## src/rtl/hs32_regfile_banked.sv

```systemverilog
// Banked multi-read-port register file: shared low registers, per-bank high registers,
// synchronous write-first reads, and a sequencer that zeroes every entry after reset or clr.
module hs32_regfile_banked #(
    parameter int ADDR_WIDTH = 4,
    parameter int DATA_WIDTH = 32,
    parameter int NREAD      = 2,
    parameter int NBANKS     = 2,
    parameter int SHARED     = 12,
    localparam int BW        = (NBANKS > 1) ? $clog2(NBANKS) : 1
) (
    input  logic                           clk,
    input  logic                           reset,
    input  logic                           clr,
    output logic                           ready,
    input  logic [BW-1:0]                  bank,
    input  logic                           we,
    input  logic [ADDR_WIDTH-1:0]          wadr,
    input  logic [DATA_WIDTH-1:0]          din,
    input  logic [NREAD*ADDR_WIDTH-1:0]    radr,
    output logic [NREAD*DATA_WIDTH-1:0]    dout
);
    localparam int NREGS  = 2 ** ADDR_WIDTH;
    localparam int BANKED = NREGS - SHARED;
    localparam int P      = SHARED + NBANKS * BANKED;
    localparam int CW     = (P > 1) ? $clog2(P) : 1;

    typedef enum logic {ST_CLEAR, ST_READY} state_t;

    state_t                  state_reg, state_next;
    logic [CW-1:0]           c_reg, c_next;
    logic                    wr_en, bypass_en, rd_zero;
    logic [CW-1:0]           wr_idx;
    logic [DATA_WIDTH-1:0]   wr_data;
    logic [DATA_WIDTH-1:0]   mem [P];
    logic [DATA_WIDTH-1:0]   dout_reg [NREAD];

    // Out-of-range banks fold onto bank 0 so every address maps to a real entry.
    function automatic logic [CW-1:0] phys(input logic [ADDR_WIDTH-1:0] a, input logic [BW-1:0] b);
        int bi;
        int idx;
        bi = (int'(b) < NBANKS) ? int'(b) : 0;
        if (int'(a) < SHARED)
            idx = int'(a);
        else
            idx = SHARED + bi * BANKED + int'(a) - SHARED;
        return CW'(idx);
    endfunction

    always_ff @(posedge clk or posedge reset) begin
        if (reset) begin
            state_reg <= ST_CLEAR;
            c_reg     <= '0;
        end else begin
            state_reg <= state_next;
            c_reg     <= c_next;
        end
    end

    always_comb begin
        state_next = state_reg;
        c_next     = c_reg;
        case (state_reg)
            ST_CLEAR: begin
                if (int'(c_reg) == P - 1) begin
                    state_next = ST_READY;
                    c_next     = '0;
                end else begin
                    c_next = c_reg + 1'b1;
                end
            end
            ST_READY: begin
                if (clr) begin
                    state_next = ST_CLEAR;
                    c_next     = '0;
                end
            end
            default: begin
                state_next = ST_CLEAR;
                c_next     = '0;
            end
        endcase
    end

    // clr wins over a same-cycle write and zeroes that edge's read data.
    always_comb begin
        ready     = (state_reg == ST_READY);
        wr_en     = 1'b0;
        wr_idx    = phys(wadr, bank);
        wr_data   = din;
        bypass_en = 1'b0;
        rd_zero   = 1'b1;
        if (state_reg == ST_CLEAR) begin
            wr_en   = 1'b1;
            wr_idx  = c_reg;
            wr_data = '0;
        end else begin
            wr_en     = we & ~clr;
            bypass_en = we & ~clr;
            rd_zero   = clr;
        end
    end

    always_ff @(posedge clk) begin
        if (wr_en)
            mem[wr_idx] <= wr_data;
    end

    generate
        for (genvar gi = 0; gi < NREAD; gi++) begin : g_rd
            logic [CW-1:0] rd_idx;
            assign rd_idx = phys(radr[gi*ADDR_WIDTH +: ADDR_WIDTH], bank);

            always_ff @(posedge clk or posedge reset) begin
                if (reset)
                    dout_reg[gi] <= '0;
                else if (rd_zero)
                    dout_reg[gi] <= '0;
                else if (bypass_en && (rd_idx == wr_idx))
                    dout_reg[gi] <= din;
                else
                    dout_reg[gi] <= mem[rd_idx];
            end
        end
    endgenerate

    always_comb begin
        dout = '0;
        for (int k = 0; k < NREAD; k++)
            dout[k*DATA_WIDTH +: DATA_WIDTH] = dout_reg[k];
    end
endmodule

```

## config.mk

```make
export PLATFORM = sky130hd
export DESIGN_NAME = hs32_regfile_banked
export DESIGN_NICKNAME = d
export VERILOG_FILES = /design/src/rtl/hs32_regfile_banked.sv
export SDC_FILE = /design/constraint.sdc
export NUM_CORES = 1
export LEC_CHECK = 0
export BUFFER_PORTS_ARGS = -buffer_cell sky130_fd_sc_hd__buf_2
export CORE_AREA = 2 2 251 302
export CTS_BUF_LIST = sky130_fd_sc_hd__clkbuf_16
export CTS_CLUSTER_SIZE = 20
export DETAILED_ROUTE_END_ITERATION = 10
export DIE_AREA = 0 0 253 304
export GPL_TIMING_DRIVEN = 1
export PLACE_DENSITY_LB_ADDON = 0.1
export SLEW_MARGIN = 25
export SYNTH_ARGS = -nofsm -noshare
export SYNTH_HDL_FRONTEND = slang
export SYNTH_SLANG_ARGS = --single-unit
export TNS_END_PERCENT = 10
```

## constraint.sdc

```tcl
create_clock -name clk -period 3.1 [get_ports clk]
set_clock_uncertainty 0.15 [all_clocks]
set_input_delay 0.31 -clock clk [delete_from_list [all_inputs] [get_ports clk]]
set_output_delay 0.31 -clock clk [all_outputs]
set_load 0.02 [all_outputs]
```

==> metrics, run 1 <==
status=finished, final reports clean; max reg flops=640; placed cell count=2991; RSZ-0062 raised after global routing=false; R2R Path Start=ready$_DFF_PP0_; H-tree depth=3; Post-Syn Area=~33000 um^2; Root Buffer Master=clkbuf_16; CP bufs+invs=2; Psw=between 0.007 and 0.008 W; Initial Utilization=44.34%; ys flop type=edfxtp_1; DR vias=between 20000 and 25000; final WL=about 99 mm; top post-synthesis cells by count=edfxtp_1 (640), mux4_2 (320), nand2_1 (302); PwrDens=697.1 nW/um^2; CP required=approximately 3.2 ns; Clock power frac=30.7%; WL/cell=31.39 um; post-synthesis register bit count=710; Max Root-Sink Buffers=3; Worst Path Arrival=3.00 ns; Max Slew Vio Count=0; Tot GR Track Use=around a quarter; CTS Buf Count=74; Netlist cell types=45; Logic pwr share=21.6%; number of I/O pins=roughly 110; vias in the first global route=21356; worst-path fanout max=19; post-CTS sizing=0; worst-path cell chain=buf_4 > mux2i_1 > nand2_1 > nor2_4 > buf_4; total nets after synthesis=2006; Post-DP HPWL=60.19 mm; post-synthesis sequential area ratio=63.63%; first-pass GRT wire length=roughly 150 mm; post-synth top area share=around 58%; Clk pin slew, worst setup/hold paths=about 0.06 ns; Post-route DRC=0; P&R area growth vs syn=17.20%; Worst R2R Setup Slack=0.24 ns; VDD IR max=457.3 uV; Worst-Margin Slew=0.9405 ns; router iterations before antenna repair=6; DR vias/cell=6.331; NumNets Final=2208; R2R cell count=5; Congestion Overflow GR=0; Max Cap Viol=0; reg2reg end=mem[12][5]$_DFFE_PP_; Synth area leader=edfxtp_1; Antenna Cells=0; Power, Total=between 0.02 and 0.03 W; largest net degree at the start of global routing=66; CTS tree=done; Pint=~0.019 W; CP max-delay cell=dfrtp_2; Final GP Congestion=0.8012; Setup CP Type=flip-flop to flip-flop; layout cells sized above 1=about a third; crit path capture type=flip-flop; cells after synthesis=1947; Final Hold Fails=0; largest cells by area after synthesis=edfxtp_1 (58%), mux4_2 (22%), dfrtp_1 (5.3%), nand2_1 (3.4%), mux2i_1 (2.0%); fin crit share=92.31%; count leader, synth=edfxtp_1; setup violators final=0; fin crit period=between 2 and 3 ns; relative slew slack=37.30%; critical path launch point type=flip-flop; f_max=around 350 MHz; CP max stage delay=0.72 ns; Post-synth EDFFs=640; Synthesis Warnings=0; Clk Latency, worst-skew pair=about 0.62 ns; die area=76910 um^2; Reg power frac=47.7%; fillers=6092; PortBufs=113; core area=74320 um^2; # clock sinks=about 700; FP Rows=110; Min-Delay Path Class=input pin to async pin; crit-path leading delay family=flip-flops; critical path depth=5; Die X=253 um; Async SR Flop Fraction=9.859%; initial antenna violation count=3; LEAKAGE=13.40 nW; DIE HEIGHT=304 um; Non-Filler Instances=3163; mean post-synth cell area=16.93 um^2; antenna viol nets, final=0; Starting DRT DRC Count=approximately 2000; cell mode on critical path=buf_4; Sw Ratio=29.48%
==> how the worst max path moves through the flow <==
stage                                from                    to  slack (ns)
after floorplan                      bank   mem[4][0]$_DFFE_PP_       -0.52
after global placement               bank   mem[3][5]$_DFFE_PP_        0.15
after detailed placement             bank   mem[3][5]$_DFFE_PP_        0.15
after CTS                 ready$_DFF_PP0_  mem[12][5]$_DFFE_PP_        0.26
after global routing      ready$_DFF_PP0_  mem[12][5]$_DFFE_PP_        0.13
final                     ready$_DFF_PP0_  mem[12][5]$_DFFE_PP_        0.24
==> per-layer routing <==
layer	vias up	track usage [%]	part of all wire, %
met4	2	9.151	3.2
li1	8254	-	-
met5	-	0	0.013
met3	188	4.208	7.7
met2	943	42.96	49
met1	10637	36.11	40
==> worst reg2reg max path: stages, from the launching register on <==
cell and delay (ns):
dfrtp_2 0.72, buf_4 0.33, mux2i_1 0.35, nand2_1 0.41
nor2_4 0.26, buf_4 0.30
==> layout by cell type (no fill, tap or decap), types with 4 or more instances in the layout <==
| cell | count |
|---|---|
| nor2_4 | 20 |
| edfxtp_1 | 640 |
| nand2_1 | 300 |
| ha_1 | 10 |
| buf_2 | 109 |
| nor3_1 | 64 |
| nand3_1 | 132 |
| a31oi_1 | 64 |
| inv_1 | 35 |
| clkinv_1 | 17 |
| o21ai_0 | 8 |
| mux2i_1 | 66 |
| buf_4 | 64 |
| dlygate4sd3_1 | 34 |
| and2_1 | 33 |
| mux4_2 | 320 |
| xor2_1 | 5 |
| clkinv_2 | 20 |
| inv_6 | 5 |
| buf_12 | 61 |
| xnor2_1 | 7 |
| nor2_1 | 4 |
| dfrtp_1 | 69 |
| clkbuf_16 | 75 |
==> cells by family after synthesis <==
kind of cell | share of synthesized area [%]
flip-flops | 63.63
multiplexers | 23.91
AO/OA/AOI/OAI | 1.826
adder cells (fa/ha/maj) | 0.3797
buffers and inverters | 2.160
AND/OR/NAND/NOR | 7.700
XOR/XNOR | 0.3949
==> what timing repair did <==
action                                 4_1_cts  5_1_grt
endpoints found under the hold margin      135        0
hold buffers                                34        0
setup endpoints to repair                    0        0
buffers inserted                             0        0
==> power groups by stage <==
stage               Clock, W  Sequential [W]  Combinational (W)
floorplan                  0          0.0129            0.00309
global placement           0          0.0129            0.00574
detailed placement         0          0.0130            0.00581
CTS                  0.00843          0.0128            0.00585
global route         0.00878          0.0130            0.00615
finish               0.00826          0.0128            0.00583
==> cell type report <==
class / instances / area (um^2) / area share [%]
clock buffer: 75 / 1877 / 4.859
sequential: 710 / 20970 / 54.30
inverter: 20 / 76.32 / 0.1976
timing repair buffer: 272 / 2640 / 6.835
tap: 952 / 1191 / 3.084
clock inverter: 63 / 344.1 / 0.8908
multi-input combinational: 1071 / 11520 / 29.84
==> through the flow <==
step           instance area (um^2)  utilization [%]  hold WS, ns  TNS (ns)  setup WS (ns)
6_report                      38620            51.97      0.07933         0         0.2384
5_1_grt                       38620            51.97      0.09550         0         0.1308
4_1_cts                       38620            51.97      0.07119         0         0.2639
3_5_place_dp                  36060            48.52       0.1691         0         0.1540
3_3_place_gp                  36060            48.52       0.1625         0         0.1459
2_1_floorplan                 32960                -       0.3164   -219.99        -0.5166
No activity file was read; power rests on OpenSTA's default activity.
==> run 2, diff against run 1 <==
==> constraint.sdc (replaced) <==
create_clock -name clk -period 2.5 [get_ports clk]
set_clock_uncertainty 0.15 [all_clocks]
set_input_delay 0 -clock clk [delete_from_list [all_inputs] [get_ports clk]]
set_output_delay 0 -clock clk [all_outputs]
set_load 0.02 [all_outputs]
==> run 2 against run 1 <==
- non-clock buffer count is 52 higher
- wire length is 0.55% lower
- count of clock-buffer cells in the layout is 2 higher
- worst setup slack worse by 0.14 ns
- utilization is 1.0 points higher
- cell count is 1.6% higher
- combinational power is 28% higher
- fmax is 19% higher
- via count hardly changed
- total power is 28% higher
- final area is 2.0% higher
- critical path type unchanged
==> metrics, run 2 (synthesis gave the netlist of run 1 again) <==
# clock sinks=710 (unchanged); hold path depth=6; Sw Ratio=28.89% (was 29.48%); PwrDens=872.5 nW/um^2 (was 697.1 nW/um^2); Pint=0.02444 W (was 0.01899 W); setup violators final=0 (unchanged); Worst R2R Setup Slack=0.1 ns (was 0.24 ns); reg2reg end=dout[18]$_DFF_PP0_ (was mem[12][5]$_DFFE_PP_); Max Slew Vio Count=0 (unchanged); met2 wire length=49.54 mm (was 48.89 mm); critical path launch point type=flip-flop (unchanged); f_max=416.0 MHz (was 349.5 MHz); Max Cap Viol=0 (unchanged); Final GP Congestion=0.8236 (was 0.8012); core area=74320 um^2 (unchanged); Die X=253 um (unchanged); Root Buffer Master=clkbuf_16 (unchanged); CP required=2.88 ns (was 3.24 ns); RSZ-0062 raised after global routing=false (unchanged); Reg power frac=46.2% (was 47.7%); Final Hold Fails=0 (unchanged); relative slew slack=48.14% (was 37.30%); Post-DP HPWL=61.19 mm (was 60.19 mm); Post-route DRC=0 (unchanged); commonest non-fill, non-tap cell in the layout=edfxtp_1 (unchanged); hold slack=0.03597 ns (was 0.07933 ns); Worst-Margin Slew=0.7780 ns (was 0.9405 ns); Setup CP Type=flip-flop to flip-flop (unchanged); met3 WL=6.972 mm (was 7.615 mm); commonest cells after routing, fill and taps aside=edfxtp_1 (640), mux4_2 (320), nand2_1 (300) (unchanged); Starting DRT DRC Count=2085 (was 2048); VDD IR max=487.0 uV (was 457.3 uV); status=finished, final reports clean (unchanged); NumNets Final=2261 (was 2208); CTS tree=done (unchanged); antenna viol nets, final=0 (unchanged); P&R area growth vs syn=19.54% (was 17.20%); max reg flops=640 (unchanged); worst-path fanout max=14 (was 19); number of I/O pins=114 (unchanged); first-pass GRT wire length=144.3 mm (was 145.2 mm); Hold EP=dout[39]$_DFF_PP0_; DR vias/cell=6.226 (was 6.331); Max Root-Sink Buffers=3 (unchanged); LEAKAGE=13.73 nW (was 13.40 nW); layout cells sized above 1=33.76% (was 31.93%); PortBufs=113 (unchanged); Congestion Overflow GR=0 (unchanged); final WL=98.76 mm (was 99.30 mm); Initial Utilization=44.34% (unchanged); R2R Path Start=ready$_DFF_PP0_ (unchanged); CTS Buf Count=75 (was 74); largest net degree at the start of global routing=98 (was 66); max layer used=met4 (was met5); Worst Path Arrival=2.79 ns (was 3.00 ns); vias in the first global route=21248 (was 21356); fin crit share=96.15% (was 92.31%); Final Worst Setup Slack=0.09616 ns (was 0.2384 ns); H-tree depth=3 (unchanged); M1 wire length=39.77 mm (was 39.60 mm); Clock power frac=32.0% (was 30.7%); FP Rows=110 (unchanged); R2R cell count=7 (was 5); crit path capture type=flip-flop (unchanged); fin crit period=2.404 ns (was 2.862 ns); pre-CTS setup slack=-0.1286 ns (was 0.1540 ns); DR vias=20015 (was 20024); Psw=0.009929 W (was 0.007939 W); initial antenna violation count=2 (was 3); hold_sp=radr[5]; Clk Latency, worst-skew pair=0.63 ns (was 0.62 ns); Logic pwr share=21.8% (was 21.6%); router iterations before antenna repair=6 (unchanged); Tot GR Track Use=26.04% (was 26.32%); Clk pin slew, worst setup/hold paths=0.06 ns (about the same); die area=76910 um^2 (unchanged); WL/cell=30.72 um (was 31.39 um); Min-Delay Path Class=input pin to flip-flop (was input pin to async pin); DIE HEIGHT=304 um (unchanged); Antenna Cells=0 (unchanged)
==> run 2: cell types whose count changed in the layout (fill, tap and decap cells not counted), sizes merged <==
cell	previous run	this run
buf	238	281
dlygate4sd3	34	41
inv	41	28
clkbuf	75	79
clkinvlp	3	6
clkinv	38	41
bufinv	1	6
==> run 2: worst max-delay path: stages, from the launching register on <==
cell and delay [ns]:
dfrtp_2 0.45, clkbuf_4 0.20, o22ai_2 0.35, xor2_1 0.18, nor4_4 0.26, buf_4 0.19, buf_8 0.27, mux2i_1 0.23
==> run 2: stage by stage <==
step	instances	TNS [ns]	total power, W	cell area, um^2	util [%]
after global routing	3215	0	0.03561	39400	53.01
final	3215	0	0.03437	39400	53.01
after detailed placement	3033	-5.072	0.02357	36540	49.16
after CTS	3212	0	0.03463	39350	52.95
after global placement	3033	-2.238	0.02338	36540	49.16
after floorplan	1947	-165.63	0.01986	33010	-
==> run 2: area by class of cell <==
cell class / instances / area, um^2
tap: 952 / 1191
clock inverter: 61 / 479.2
fill: 5968 / 34930
timing repair buffer: 324 / 3223
clock buffer: 77 / 1927
multi-input combinational: 1071 / 11530
inverter: 20 / 76.32
sequential: 710 / 20970
==> run 2: how the worst max path moves through the flow <==
stage,slack [ns],end,from
after floorplan,-0.32,mem[5][0]$_DFFE_PP_,bank
after global placement,-0.07,dout[17]$_DFF_PP0_,bank
after detailed placement,-0.13,dout[6]$_DFF_PP0_,bank
after CTS,0.04,dout[6]$_DFF_PP0_,ready$_DFF_PP0_
after global routing,0.005,dout[30]$_DFF_PP0_,ready$_DFF_PP0_
final,0.1,dout[18]$_DFF_PP0_,ready$_DFF_PP0_
==> run 2: repair_timing <==
item                                   4_1_cts  5_1_grt
gates resized for setup                      0        4
hold buffers                                41        0
setup endpoints to repair                    0      113
buffers inserted                             0        2
endpoints found under the hold margin      747        0
==> run 2: power groups by stage <==
stage	sequential, W	combinational (W)	clock (W)
after floorplan	0.0159	0.00391	0
after global placement	0.0160	0.00738	0
after detailed placement	0.0161	0.00744	0
after CTS	0.0159	0.00752	0.0112
after global routing	0.0160	0.00792	0.0116
final	0.0159	0.00748	0.0110
==> run 2: layer usage <==
layer,GRT usage [%],vias to the layer above
met2,43.53,764
li1,-,8360
met5,0,-
met3,3.584,147
met4,7.486,0
met1,35.87,10744
==> run 3, diff against run 2 <==
Settings changed: CTS_CLUSTER_SIZE 20 to not set, REMOVE_ABC_BUFFERS set to 1.
==> run 3 against run 2 <==
- sequential share of layout area down 0.19 points
- critical path depth grew 1
- worst hold slack better by 0.0040 ns
- register-to-register slack lost 0.06 ns
- final area rose by 0.36%
- sequential cell count unchanged
- die area unchanged
- non-clock buffer count is 9 lower
- clock power is essentially flat
- utilization increased by 0.19 points
- critical endpoint is now dout[5]$_DFF_PP0_
==> metrics, run 3 (synthesis gave the netlist of run 1 again) <==
Post-route DRC=0 (unchanged); Worst Path Arrival=2.85 ns (was 2.79 ns); Starting DRT DRC Count=1948 (was 2085); Max Slew Vio Count=0 (unchanged); Congestion Overflow GR=0 (unchanged); PortBufs=113 (unchanged); Clk pin slew, worst setup/hold paths=0.06 ns (about the same); worst-path cell chain=buf_8 > mux2i_4 > xnor2_2 > or3_4 > nor4_4 > buf_6 > clkbuf_16 > mux2i_1 (was clkbuf_4 > o22ai_2 > xor2_1 > nor4_4 > buf_4 > buf_8 > mux2i_1); RSZ-0062 raised after global routing=true (was false); critical path launch point type=flip-flop (unchanged); DIE HEIGHT=304 um (unchanged); DR vias=19912 (was 20015); DR vias/cell=6.213 (was 6.226); number of I/O pins=114 (unchanged); commonest non-fill, non-tap cell in the layout=edfxtp_1 (unchanged); max reg flops=640 (unchanged); Initial Utilization=44.34% (unchanged); final WL=98.54 mm (was 98.76 mm); CP max stage delay=0.43 ns (was 0.45 ns); Non-Filler Instances=3205 (was 3215); crit-path leading delay family=buffers and inverters (unchanged); relative slew slack=48.70% (was 48.14%); Final GP Congestion=0.8083 (was 0.8236); WL/cell=30.75 um (was 30.72 um); commonest cells after routing, fill and taps aside=edfxtp_1 (640), mux4_2 (320), nand2_1 (299) (was edfxtp_1 (640), mux4_2 (320), nand2_1 (300)); antenna viol nets, final=0 (unchanged); placed cell count=3023 (was 3033); CTS Buf Count=75 (unchanged); core area=74320 um^2 (unchanged); Max Cap Viol=0 (unchanged); NumNets Final=2252 (was 2261); Setup CP Type=flip-flop to flip-flop (unchanged); CP bufs+invs=3 (unchanged); fin crit share=98.58% (was 96.15%); router iterations before antenna repair=5 (was 6); worst-path fanout max=13 (was 14); CP max-delay cell=dfrtp_2 (unchanged); P&R area growth vs syn=19.97% (was 19.54%); first-pass GRT wire length=143.9 mm (was 144.3 mm); Max Root-Sink Buffers=3 (unchanged); initial antenna violation count=1 (was 2); largest net degree at the start of global routing=55 (was 98); VDD IR max=581.1 uV (was 487.0 uV); crit path capture type=flip-flop (unchanged); vias in the first global route=21168 (was 21248); setup TNS=0 ns (unchanged); LEAKAGE=13.79 nW (was 13.73 nW); Tot GR Track Use=25.93% (was 26.04%); f_max=405.8 MHz (was 416.0 MHz); Post-DP HPWL=60.86 mm (was 61.19 mm); # clock sinks=710 (unchanged); Min-Delay Path Class=input pin to flip-flop (unchanged); H-tree depth=3 (unchanged); Die X=253 um (unchanged); fin crit period=2.464 ns (was 2.404 ns); die area=76910 um^2 (unchanged); FP Rows=110 (unchanged); Final Hold Fails=0 (unchanged); layout cells sized above 1=33.35% (was 33.76%); Worst-Margin Slew=0.7695 ns (was 0.7780 ns); Root Buffer Master=clkbuf_16 (unchanged); CTS tree=done (unchanged); status=finished, final reports clean (unchanged); PwrDens=875.2 nW/um^2 (was 872.5 nW/um^2); Clk Latency, worst-skew pair=0.62 ns (was 0.63 ns); setup violators final=0 (unchanged); CP required=2.89 ns (was 2.88 ns)
## run 3: timing repair
item,CTS,global route
hold buffers,40,0
setup endpoints to repair,0,64
endpoints found under the hold margin,755,0
gates resized for setup,0,11
buffers inserted,0,2
## run 3: area by class of cell
class	count	area, um^2
Fill cell	5983	34780
Sequential cell	710	20970
Multi-Input combinational cell	1071	11560
Timing Repair Buffer	315	3287
Clock buffer	79	1977
Tap cell	952	1191
Clock inverter	57	466.7
Inverter	20	76.32
Antenna cell	1	2.502
## run 3: layer usage
layer  GRT usage [%]  wire, um
met1           36.06     40550
met2           42.77     48760
met3           4.003      6835
met4           7.169      2389
met5               0         0
## run 3: worst min-delay path, cell delays in order
cell	delay (ns)
buf_2	0.18
o22ai_4	0.10
buf_12	0.17
nand3_1	0.09
nand3_1	0.07
mux2i_1	0.13
## run 3: final timing paths
| path | to | depth (start not counted) | startpoint | slack [ns] |
|---|---|---|---|---|
| worst max-delay path | dout[5]$_DFF_PP0_ | 8 | ready$_DFF_PP0_ | 0.04 |
| worst min-delay path | dout[49]$_DFF_PP0_ | 6 | radr[6] | 0.04 |
| worst max register to register | dout[5]$_DFF_PP0_ | 8 | ready$_DFF_PP0_ | 0.04 |
| worst min register to register | c_reg[3]$_DFFE_PP0P_ | 1 | c_reg[3]$_DFFE_PP0P_ | 0.44 |
| max in group asynchronous | dout[22]$_DFF_PP0_ | 5 | reset | 1.00 |
| min in group asynchronous | dout[63]$_DFF_PP0_ | 4 | reset | 0.44 |
## run 3: per-stage QoR
| stage | setup slack [ns] | total power (W) | utilization [%] | hold WS [ns] | area [um^2] |
|---|---|---|---|---|---|
| floorplan | -4.764 | 0.01960 | - | 0.006416 | 32320 |
| global placement | -0.04268 | 0.02337 | 49.17 | -0.02304 | 36540 |
| detailed placement | -0.04196 | 0.02357 | 49.17 | -0.01469 | 36540 |
| CTS | 0.06299 | 0.03482 | 52.99 | 0.01758 | 39390 |
| global route | -0.03389 | 0.03589 | 53.19 | 0.06895 | 39530 |
| finish | 0.03553 | 0.03460 | 53.20 | 0.03998 | 39540 |
## run 3: where the power goes
part | internal [W] | leakage, nW | total, W | switching (W)
logic | 0.00307 | 5.61 | 0.00758 | 0.00451
registers | 0.0152 | 6.93 | 0.0159 | 0.000681
clock network | 0.00653 | 1.25 | 0.0112 | 0.00464
total | 0.0248 | 13.8 | 0.0346 | 0.00983
